==> config.mk <==
export PLATFORM = sky130hd
export DESIGN_NAME = dds_phase_acc_mc
export DESIGN_NICKNAME = d
export VERILOG_FILES = /design/src/rtl/dds_pkg.sv /design/src/rtl/dds_ch_regfile.sv /design/src/rtl/dds_phase_acc_mc.sv
export SDC_FILE = /design/constraint.sdc
export NUM_CORES = 1
export LEC_CHECK = 0
export BUFFER_PORTS_ARGS = -buffer_cell sky130_fd_sc_hd__buf_2
export CAP_MARGIN = 20
export CORE_AREA = 5 5 230 232
export CTS_CLUSTER_DIAMETER = 60
export DETAILED_ROUTE_END_ITERATION = 6
export DIE_AREA = 0 0 235 237
export PLACE_DENSITY = 0.79
export REMOVE_ABC_BUFFERS = 1
export SETUP_SLACK_MARGIN = 0.5
export SYNTH_ARGS = -nofsm -noshare
export SYNTH_HDL_FRONTEND = slang
export SYNTH_SLANG_ARGS = --single-unit
==> constraint.sdc <==
create_clock -name clk_i -period 10.9 [get_ports clk_i]
set_input_delay 2.18 -clock clk_i [delete_from_list [all_inputs] [get_ports clk_i]]
set_output_delay 2.18 -clock clk_i [all_outputs]
set_load 0.005 [all_outputs]
==> src/rtl/dds_pkg.sv <==
// Shared constants and types for the multi-channel DDS phase accumulator.
// Config addresses, CTRL bit positions and the pipeline beat flags.
package dds_pkg;

  localparam logic [1:0] CFG_INC    = 2'd0;
  localparam logic [1:0] CFG_OFFSET = 2'd1;
  localparam logic [1:0] CFG_DELTA  = 2'd2;
  localparam logic [1:0] CFG_CTRL   = 2'd3;

  localparam int CTRL_EN    = 0;
  localparam int CTRL_SWEEP = 1;
  localparam int CTRL_CLR   = 2;

  // Width-independent part of an output beat; channel and phase travel beside it.
  typedef struct packed {
    logic valid;
    logic carry;
  } beat_ctl_t;

endpackage

==> src/rtl/dds_ch_regfile.sv <==
// Per-channel register storage: inc/offset/delta/ctrl/acc, config write decode,
// one slot read port and a write-back port addressed by the same slot.
module dds_ch_regfile
  import dds_pkg::*;
#(
  parameter int NUM_CH = 4,
  parameter int INC_W  = 32,
  parameter int ACC_W  = 32,
  localparam int CH_W  = $clog2(NUM_CH)
) (
  input  logic              clk_i,
  input  logic              rst_ni,
  input  logic              sync_i,
  input  logic              cfg_we_i,
  input  logic [CH_W-1:0]   cfg_ch_i,
  input  logic [1:0]        cfg_addr_i,
  input  logic [ACC_W-1:0]  cfg_data_i,
  input  logic [CH_W-1:0]   rd_ch_i,
  output logic [INC_W-1:0]  rd_inc_o,
  output logic [ACC_W-1:0]  rd_offset_o,
  output logic [INC_W-1:0]  rd_delta_o,
  output logic              rd_en_o,
  output logic              rd_sweep_o,
  output logic [ACC_W-1:0]  rd_acc_o,
  input  logic              acc_we_i,
  input  logic [ACC_W-1:0]  acc_wdata_i,
  input  logic              inc_we_i,
  input  logic [INC_W-1:0]  inc_wdata_i
);

  logic [INC_W-1:0] inc_arr    [NUM_CH];
  logic [ACC_W-1:0] offset_arr [NUM_CH];
  logic [INC_W-1:0] delta_arr  [NUM_CH];
  logic [ACC_W-1:0] acc_arr    [NUM_CH];
  logic [NUM_CH-1:0] en_vec;
  logic [NUM_CH-1:0] sweep_vec;

  for (genvar gi = 0; gi < NUM_CH; gi++) begin : g_ch
    logic [INC_W-1:0] inc_reg;
    logic [ACC_W-1:0] offset_reg;
    logic [INC_W-1:0] delta_reg;
    logic [ACC_W-1:0] acc_reg;
    logic             en_reg;
    logic             sweep_reg;
    logic             cfg_hit;
    logic             slot_hit;

    assign cfg_hit  = cfg_we_i && (cfg_ch_i == CH_W'(gi));
    assign slot_hit = (rd_ch_i == CH_W'(gi));

    always_ff @(posedge clk_i) begin
      if (!rst_ni) begin
        inc_reg    <= '0;
        offset_reg <= '0;
        delta_reg  <= '0;
        acc_reg    <= '0;
        en_reg     <= 1'b0;
        sweep_reg  <= 1'b0;
      end else begin
        // A host write beats the sweep write-back; the slot already used the old inc.
        if (cfg_hit && cfg_addr_i == CFG_INC)
          inc_reg <= cfg_data_i[INC_W-1:0];
        else if (inc_we_i && slot_hit)
          inc_reg <= inc_wdata_i;
        if (cfg_hit && cfg_addr_i == CFG_OFFSET)
          offset_reg <= cfg_data_i;
        if (cfg_hit && cfg_addr_i == CFG_DELTA)
          delta_reg <= cfg_data_i[INC_W-1:0];
        if (cfg_hit && cfg_addr_i == CFG_CTRL) begin
          en_reg    <= cfg_data_i[CTRL_EN];
          sweep_reg <= cfg_data_i[CTRL_SWEEP];
        end
        // Clear is a one-shot action on the accumulator, never stored.
        if (sync_i || (cfg_hit && cfg_addr_i == CFG_CTRL && cfg_data_i[CTRL_CLR]))
          acc_reg <= '0;
        else if (acc_we_i && slot_hit)
          acc_reg <= acc_wdata_i;
      end
    end

    assign inc_arr[gi]    = inc_reg;
    assign offset_arr[gi] = offset_reg;
    assign delta_arr[gi]  = delta_reg;
    assign acc_arr[gi]    = acc_reg;
    assign en_vec[gi]     = en_reg;
    assign sweep_vec[gi]  = sweep_reg;
  end

  assign rd_inc_o    = inc_arr[rd_ch_i];
  assign rd_offset_o = offset_arr[rd_ch_i];
  assign rd_delta_o  = delta_arr[rd_ch_i];
  assign rd_acc_o    = acc_arr[rd_ch_i];
  assign rd_en_o     = en_vec[rd_ch_i];
  assign rd_sweep_o  = sweep_vec[rd_ch_i];

endmodule

==> src/rtl/dds_phase_acc_mc.sv <==
// Time-multiplexed phase accumulator: one adder pipeline serves NUM_CH channels
// round-robin and emits a (channel, phase, carry) stream two cycles after each slot.
module dds_phase_acc_mc
  import dds_pkg::*;
#(
  parameter int NUM_CH          = 4,
  parameter int PHASE_INC_WIDTH = 32,
  parameter int PHASE_ACC_WIDTH = 32,
  parameter int PHASE_OUT_WIDTH = 16,
  localparam int CH_W           = $clog2(NUM_CH)
) (
  input  logic                       clk_i,
  input  logic                       rst_ni,
  input  logic                       run_i,
  input  logic                       phase_sync_i,
  input  logic                       cfg_we_i,
  input  logic [CH_W-1:0]            cfg_ch_i,
  input  logic [1:0]                 cfg_addr_i,
  input  logic [PHASE_ACC_WIDTH-1:0] cfg_data_i,
  output logic                       out_valid_o,
  output logic [CH_W-1:0]            out_ch_o,
  output logic [PHASE_OUT_WIDTH-1:0] phase_o,
  output logic                       carry_o
);

  localparam int INC_W = PHASE_INC_WIDTH;
  localparam int ACC_W = PHASE_ACC_WIDTH;
  localparam int OUT_W = PHASE_OUT_WIDTH;

  logic [CH_W-1:0]  slot_reg, slot_next;
  logic [INC_W-1:0] rd_inc, rd_delta, inc_swept;
  logic [ACC_W-1:0] rd_acc, rd_offset;
  logic             rd_en, rd_sweep;
  logic [ACC_W:0]   acc_sum;
  logic             acc_we, inc_we;

  beat_ctl_t        s1_ctl_reg;
  logic [CH_W-1:0]  s1_ch_reg;
  logic [ACC_W-1:0] s1_acc_reg, s1_offset_reg;
  beat_ctl_t        out_ctl_reg;
  logic [CH_W-1:0]  out_ch_reg;
  logic [OUT_W-1:0] phase_reg;

  dds_ch_regfile #(
    .NUM_CH (NUM_CH),
    .INC_W  (INC_W),
    .ACC_W  (ACC_W)
  ) u_regfile (
    .clk_i       (clk_i),
    .rst_ni      (rst_ni),
    .sync_i      (phase_sync_i),
    .cfg_we_i    (cfg_we_i),
    .cfg_ch_i    (cfg_ch_i),
    .cfg_addr_i  (cfg_addr_i),
    .cfg_data_i  (cfg_data_i),
    .rd_ch_i     (slot_reg),
    .rd_inc_o    (rd_inc),
    .rd_offset_o (rd_offset),
    .rd_delta_o  (rd_delta),
    .rd_en_o     (rd_en),
    .rd_sweep_o  (rd_sweep),
    .rd_acc_o    (rd_acc),
    .acc_we_i    (acc_we),
    .acc_wdata_i (acc_sum[ACC_W-1:0]),
    .inc_we_i    (inc_we),
    .inc_wdata_i (inc_swept)
  );

  assign acc_sum   = {1'b0, rd_acc} + (ACC_W+1)'(rd_inc);
  assign inc_swept = rd_inc + rd_delta;
  assign acc_we    = run_i && !phase_sync_i && rd_en;
  assign inc_we    = acc_we && rd_sweep;

  always_comb begin
    slot_next = slot_reg;
    if (phase_sync_i)
      slot_next = '0;
    else if (run_i)
      slot_next = (slot_reg == CH_W'(NUM_CH - 1)) ? '0 : slot_reg + CH_W'(1);
  end

  always_ff @(posedge clk_i) begin
    if (!rst_ni) begin
      slot_reg      <= '0;
      s1_ctl_reg    <= '0;
      s1_ch_reg     <= '0;
      s1_acc_reg    <= '0;
      s1_offset_reg <= '0;
      out_ctl_reg   <= '0;
      out_ch_reg    <= '0;
      phase_reg     <= '0;
    end else begin
      slot_reg         <= slot_next;
      s1_ctl_reg.valid <= acc_we;
      // Offset is captured with the slot so a later write cannot tear the beat.
      if (acc_we) begin
        s1_ctl_reg.carry <= acc_sum[ACC_W];
        s1_ch_reg        <= slot_reg;
        s1_acc_reg       <= acc_sum[ACC_W-1:0];
        s1_offset_reg    <= rd_offset;
      end
      out_ctl_reg.valid <= s1_ctl_reg.valid;
      if (s1_ctl_reg.valid) begin
        out_ctl_reg.carry <= s1_ctl_reg.carry;
        out_ch_reg        <= s1_ch_reg;
        phase_reg         <= OUT_W'((s1_acc_reg + s1_offset_reg) >> (ACC_W - OUT_W));
      end
    end
  end

  assign out_valid_o = out_ctl_reg.valid;
  assign carry_o     = out_ctl_reg.carry;
  assign out_ch_o    = out_ch_reg;
  assign phase_o     = phase_reg;

endmodule

==> impl_metrics.env, run 1 <==
export IMPL_htreeDepth=3
export IMPL_cts_tree="yes"
export IMPL_p_clk_share_pct=47.4
export IMPL_fp_dieW_um=235
export IMPL_portBuffers=60
export IMPL_reg2regPathDepth=13
export IMPL_fin_crit_sh_pct=45.4
export IMPL_postCtsHoldBufs=0
export IMPL_clockRootBuffer="clkbuf_16"
export IMPL_synthTopCellsByArea="dfxtp_1 (41%), nand2_1 (11%), mux4_2 (9.7%)"
export IMPL_multi_input_area_mm2=0.0166
export IMPL_yosysTopAreaCell="dfxtp_1"
export IMPL_rrSetupSlack_ps=5960
export IMPL_yosysTopAreaCellShare_pct=40.9
export IMPL_ios=61
export IMPL_antenna_found_initial=0
export IMPL_synth_avg_cell_area_um2=8.49
export IMPL_internal_power_mw=3.64
export IMPL_rows=83
export IMPL_power_switching_mw=1.08
export IMPL_wl_per_cell_um=20.8
export IMPL_crit_path_frequent_cell="nand2_2"
export IMPL_synth_edf_count=0
export IMPL_gp_congestion=0.925
export IMPL_end_kind="flop"
export IMPL_setup_viol=0
export IMPL_crit_slowest_cell="nor2_1"
export IMPL_vias_per_cell=6.32
export IMPL_initial_core_util_pct=58.8
export IMPL_clkSinkCount=610
export IMPL_synth_most_common_cell="nand2_1"
export IMPL_leakage_nw=11.6
export IMPL_power_density_mw_per_mm2=145
export IMPL_diodes=0
export IMPL_ys_ff_latch=610
export IMPL_synthCells=3520
export IMPL_combPwrFrac_pct=4.7
export IMPL_post_cts_buffers=0
export IMPL_min_from="u_regfile.g_ch[2].delta_reg[29]$_SDFFE_PN0P_"
export IMPL_fillers=4168
export IMPL_async_flop_share_pct=0
export IMPL_yosysWarningCount=0
export IMPL_crit_fanout=51
export IMPL_relSlewSlack_pct=28.0
export IMPL_power_frac_seq_pct=47.9
export IMPL_required_ps=11420
export IMPL_switching_share_pct=22.9
export IMPL_fin_nets=3551
export IMPL_grt_start_max_net_pins=115
export IMPL_r2r_end="u_regfile.g_ch[3].inc_reg[24]$_SDFFE_PN0P_"
export IMPL_setup_tns_ps=0
export IMPL_cts_clk_slew_worst_paths_ps=60
export IMPL_cts_resized=0
export IMPL_hp_class="flop to flop"
export IMPL_num_vias=26100
export IMPL_maxCapViolCount=0
export IMPL_hpwlAfterDp_um=53200
export IMPL_timing_rr_start="slot_reg[1]$_SDFFE_PP0P_"
export IMPL_crit_path_start_kind="input port"
export IMPL_grt_pass1_vias=25100
export IMPL_fmax_mhz=202
export IMPL_tightest_slew_ps=1080
export IMPL_ys_seq_area_share_pct=40.9
export IMPL_worst_ep_arrival_time_ps=5470
export IMPL_crit_path_max_incr_delay_ps=930
export IMPL_status="completed"
export IMPL_synth_common_cells="nand2_1 (914), dfxtp_1 (610), a21oi_1 (448), nor2_1 (214), clkbuf_1 (212)"
export IMPL_clock_latency_ps=600
export IMPL_wl_um=86000
export IMPL_skew_ps=24.9
export IMPL_core_mm2=0.0508
export IMPL_grt_first_pass_wirelength_um=136000
export IMPL_drtIter0Drc=3016
export IMPL_fin_area_mm2=0.0325
export IMPL_min_to="u_regfile.g_ch[2].delta_reg[29]$_SDFFE_PN0P_"
export IMPL_ys_flop_type="dfxtp_1"
export IMPL_ant_nets=0
export IMPL_irDropWorstVdd_uv=136
export IMPL_holdPathStages=2
export IMPL_period_needed_ps=4950
export IMPL_area_growth_pct=8.72
export IMPL_final_layout_size_suffix_gt1_share_pct=11.5
export IMPL_synthDistinctLibCells=85
export IMPL_cts_buffers=66
export IMPL_grt_setup_unrepaired="false"
export IMPL_final_hold_viol_count=0
export IMPL_crit_path_start="phase_sync_i"
export IMPL_die_y_um=237
export IMPL_cts_buffer_depth=3
export IMPL_overflow=0
export IMPL_path_cells="buf_2 -> or4b_4 -> nand2_2 -> buf_4 -> nand2_2 -> nor2_1 -> nand2_1 -> o211ai_1"
export IMPL_dpl_instance_area_mm2=0.0303
export IMPL_drc=0
export IMPL_firstDrtPassIters=6
export IMPL_crit_type="input port to flop"
export IMPL_slew_viol_final=0
export IMPL_netlist_area_mm2=0.0299
export IMPL_dieArea_mm2=0.0557
export IMPL_regArea_mm2=0.0122
export IMPL_gr_usage_all_layers_pct=29.7
## layout by cell type, fill, tap and decap left out, types with 63 or more instances in the layout
cell	count
a21boi_0	90
a21oi_1	448
clkbuf_16	69
dfxtp_1	608
ha_1	97
mux4_2	129
nand2_1	908
nand3_1	63
nor2_1	205
o21ai_0	117
## logic make-up (layout without fill, tap and decap cells)
group | count (synthesis) | count (layout) | synth area share, %
AND/OR/NAND/NOR | 1355 | 1355 | 18.8
XOR/XNOR | 67 | 67 | 1.96
multiplexers | 154 | 154 | 10.6
adder cells (fa/ha/maj) | 99 | 99 | 4.20
AO/OA/AOI/OAI | 936 | 936 | 19.6
flip-flops | 610 | 610 | 40.9
buffers and inverters | 299 | 236 | 3.95
## worst max-delay path by stage
| stage | endpoint | slack, ps | depth (start not counted) |
|---|---|---|---|
| floorplan | u_regfile.g_ch[1].inc_reg[24]$_SDFFE_PN0P_ | 2340 | 12 |
| global placement | u_regfile.g_ch[1].acc_reg[31]$_SDFFE_PP0P_ | 5480 | 8 |
| detailed placement | u_regfile.g_ch[1].acc_reg[31]$_SDFFE_PP0P_ | 5380 | 8 |
| CTS | u_regfile.g_ch[3].inc_reg[24]$_SDFFE_PN0P_ | 6040 | 13 |
| global route | u_regfile.g_ch[0].inc_reg[24]$_SDFFE_PN0P_ | 5720 | 13 |
| finish | u_regfile.g_ch[1].acc_reg[31]$_SDFFE_PP0P_ | 5950 | 8 |
## critical path: cells and delay by family
kind	cells	cell delay (ps)
compound gates	1	170
simple gates	5	2420
buf+inv	2	670
## through the flow
| stage | hold WS, ps | total power [mW] | instances | util [%] | setup WS, ps |
|---|---|---|---|---|---|
| global route | 465 | 4.86 | 4137 | 64.0 | 5720 |
| CTS | 451 | 4.74 | 4137 | 64.0 | 6040 |
| finish | 452 | 4.72 | 4137 | 64.0 | 5950 |
| floorplan | 420 | 2.44 | 3242 | - | 2340 |
| detailed placement | 444 | 2.53 | 4023 | 59.7 | 5380 |
| global placement | 438 | 2.53 | 4023 | 59.7 | 5480 |
## routing by layer
layer  part of all wire [%]  global-route usage, %
met3                    9.3                   5.02
met4                    3.0                   10.9
met1                     41                   39.7
met2                     47                   49.0
met5                      0                      0
## area by class of cell
| cell class | instances | area share [%] |
|---|---|---|
| multi-input cells | 2611 | 50.9 |
| flip-flops and latches | 610 | 37.6 |
| clock buffers | 90 | 5.90 |
| well taps | 680 | 2.62 |
| repair buffers | 101 | 1.93 |
| clock inverters | 24 | 0.736 |
| inverters | 21 | 0.266 |
## power groups by stage
stage / Clock (mW) / Combinational [mW] / Sequential [mW]
floorplan: 0 / 0.117 / 2.32
global placement: 0 / 0.216 / 2.31
detailed placement: 0 / 0.218 / 2.31
CTS: 2.26 / 0.219 / 2.26
global route: 2.36 / 0.239 / 2.26
finish: 2.24 / 0.223 / 2.26
(Power assumes the default switching activity.)
==> run 2: changes to the inputs <==
--- a/config.mk
+++ b/config.mk
@@ -7,10 +7,10 @@
 export LEC_CHECK = 0
 export BUFFER_PORTS_ARGS = -buffer_cell sky130_fd_sc_hd__buf_2
 export CAP_MARGIN = 20
-export CORE_AREA = 5 5 230 232
+export CORE_AREA = 5 5 235 237
 export CTS_CLUSTER_DIAMETER = 60
 export DETAILED_ROUTE_END_ITERATION = 6
-export DIE_AREA = 0 0 235 237
+export DIE_AREA = 0 0 240 242
 export PLACE_DENSITY = 0.79
 export REMOVE_ABC_BUFFERS = 1
 export SETUP_SLACK_MARGIN = 0.5
==> constraint.sdc (replaced) <==
create_clock -name clk_i -period 4.35 [get_ports clk_i]
set_input_delay 0.87 -clock clk_i [delete_from_list [all_inputs] [get_ports clk_i]]
set_output_delay 0.87 -clock clk_i [all_outputs]
set_load 0.005 [all_outputs]
==> impl_metrics.env, run 2 (same netlist as run 1, synthesis figures left out) <==
export IMPL_skew_ps=24.2
export IMPL_irDropWorstVdd_uv=264
export IMPL_worst_ep_arrival_time_ps=4320
export IMPL_diodes=0
export IMPL_holdPathStages=2
export IMPL_dp_cells=4072
export IMPL_wl_per_cell_um=21.1
export IMPL_grt_pass1_vias=24800
export IMPL_cts_buffer_depth=3
export IMPL_portBuffers=60
export IMPL_drc=0
export IMPL_period_needed_ps=3810
export IMPL_wl_um=88500
export IMPL_power_switching_mw=2.74
export IMPL_crit_path_start_kind="flop"
export IMPL_die_y_um=242
export IMPL_gr_usage_all_layers_pct=29.0
export IMPL_relSlewSlack_pct=19.8
export IMPL_htreeDepth=2
export IMPL_required_ps=4860
export IMPL_clockRootBuffer="clkbuf_16"
export IMPL_overflow=0
export IMPL_power_frac_seq_pct=48.1
export IMPL_power_density_mw_per_mm2=356
export IMPL_core_mm2=0.0531
export IMPL_fin_nets=3595
export IMPL_cts_tree="yes"
export IMPL_grt_start_max_net_pins=146
export IMPL_fin_crit_sh_pct=87.7
export IMPL_slew_viol_final=0
export IMPL_total_power_mw=11.8
export IMPL_dieArea_mm2=0.0581
export IMPL_ios=61
export IMPL_final_cell_mix="nand2_1 (909), dfxtp_1 (608), a21oi_1 (446), nor2_1 (205), mux4_2 (129)"
export IMPL_internal_power_mw=9.04
export IMPL_tightest_slew_ps=1200
export IMPL_cts_buffers=61
export IMPL_p_clk_share_pct=46.8
export IMPL_layout_commonest_cell="nand2_1"
export IMPL_maxCapViolCount=0
export IMPL_rows=85
export IMPL_final_layout_size_suffix_gt1_share_pct=13.4
export IMPL_hp_class="flop to flop"
export IMPL_cts_clk_slew_worst_paths_ps=60
export IMPL_final_hold_viol_count=0
export IMPL_hpwlAfterDp_um=55900
export IMPL_drtIter0Drc=2794
export IMPL_crit_fanout=4
export IMPL_clock_latency_ps=640
export IMPL_firstDrtPassIters=5
export IMPL_antenna_found_initial=0
export IMPL_grt_first_pass_wirelength_um=137000
export IMPL_fp_dieW_um=240
export IMPL_dpl_instance_area_mm2=0.0306
export IMPL_vias_per_cell=6.28
export IMPL_switching_share_pct=23.3
export IMPL_fin_area_mm2=0.0331
export IMPL_leakage_nw=11.9
export IMPL_combPwrFrac_pct=5.2
export IMPL_setup_viol=0
export IMPL_fmax_mhz=262
export IMPL_initial_core_util_pct=56.3
export IMPL_area_growth_pct=10.9
export IMPL_end_kind="flop"
export IMPL_num_vias=26400
export IMPL_fin_cells=4201
export IMPL_clkSinkCount=610
export IMPL_place_ws_ps=445
export IMPL_status="completed"
export IMPL_grt_setup_unrepaired="true"
export IMPL_gp_congestion=0.941
export IMPL_ant_nets=0
export IMPL_crit_type="flop to flop"
export IMPL_fin_ws_ps=536
export IMPL_reg2regPathDepth=14
==> run 2: worst paths after layout <==
path | from | end | slack [ps]
worst min register to register | u_regfile.g_ch[3].offset_reg[3]$_SDFFE_PN0P_ | u_regfile.g_ch[3].offset_reg[3]$_SDFFE_PN0P_ | 450
worst max-delay path | slot_reg[0]$_SDFFE_PP0P_ | u_regfile.g_ch[3].inc_reg[20]$_SDFFE_PN0P_ | 540
worst min-delay path | u_regfile.g_ch[3].offset_reg[3]$_SDFFE_PN0P_ | u_regfile.g_ch[3].offset_reg[3]$_SDFFE_PN0P_ | 450
worst max register to register | slot_reg[0]$_SDFFE_PP0P_ | u_regfile.g_ch[3].inc_reg[20]$_SDFFE_PN0P_ | 540
==> run 2: timing repair <==
item                       4_1_cts  5_1_grt
gates cloned                     0        1
gates resized for setup          1       44
hold buffers                     0        0
buffers inserted                 2       13
setup endpoints to repair       32       90
pin swaps                        0        6
==> run 2: through the flow <==
step	hold slack, ps	TNS [ps]	util, %
after CTS	453	0	61.7
after detailed placement	444	0	57.7
final	450	0	62.4
after floorplan	420	-1227560	-
after global routing	466	0	62.4
after global placement	438	0	57.7
==> run 2: metal layers <==
layer | part of all wire, % | GRT usage (%)
met2 | 46 | 45.7
met5 | 0 | 0
met4 | 4.3 | 12.1
met1 | 40 | 39.6
met3 | 10 | 5.11
==> run 2: cell type report <==
cell class	count	area, um^2
clock buffer	88	1790
clock inverter	25	297
fill	4326	19900
inverter	21	86.3
multi-input combinational	2611	16800
sequential	610	12200
tap	696	871
timing repair buffer	150	1110
==> run 2: worst max-delay path, cell delays in order, from the launching register on <==
cell,delay (ps)
dfxtp_4,400
buf_4,160
mux4_2,500
ha_1,260
fa_1,460
a21oi_2,190
o22ai_1,170
o211ai_1,340
buf_4,200
o2111ai_1,110
o211ai_1,150
xor2_1,430
o21ai_0,160
o21ai_0,110
nor2_1,50
==> run 2: power by group through the flow <==
stage | Sequential (mW) | Combinational (mW) | Clock [mW]
finish | 5.66 | 0.608 | 5.51
global route | 5.67 | 0.649 | 5.77
CTS | 5.66 | 0.578 | 5.54
detailed placement | 5.79 | 0.569 | 0
global placement | 5.79 | 0.562 | 0
floorplan | 5.81 | 0.293 | 0
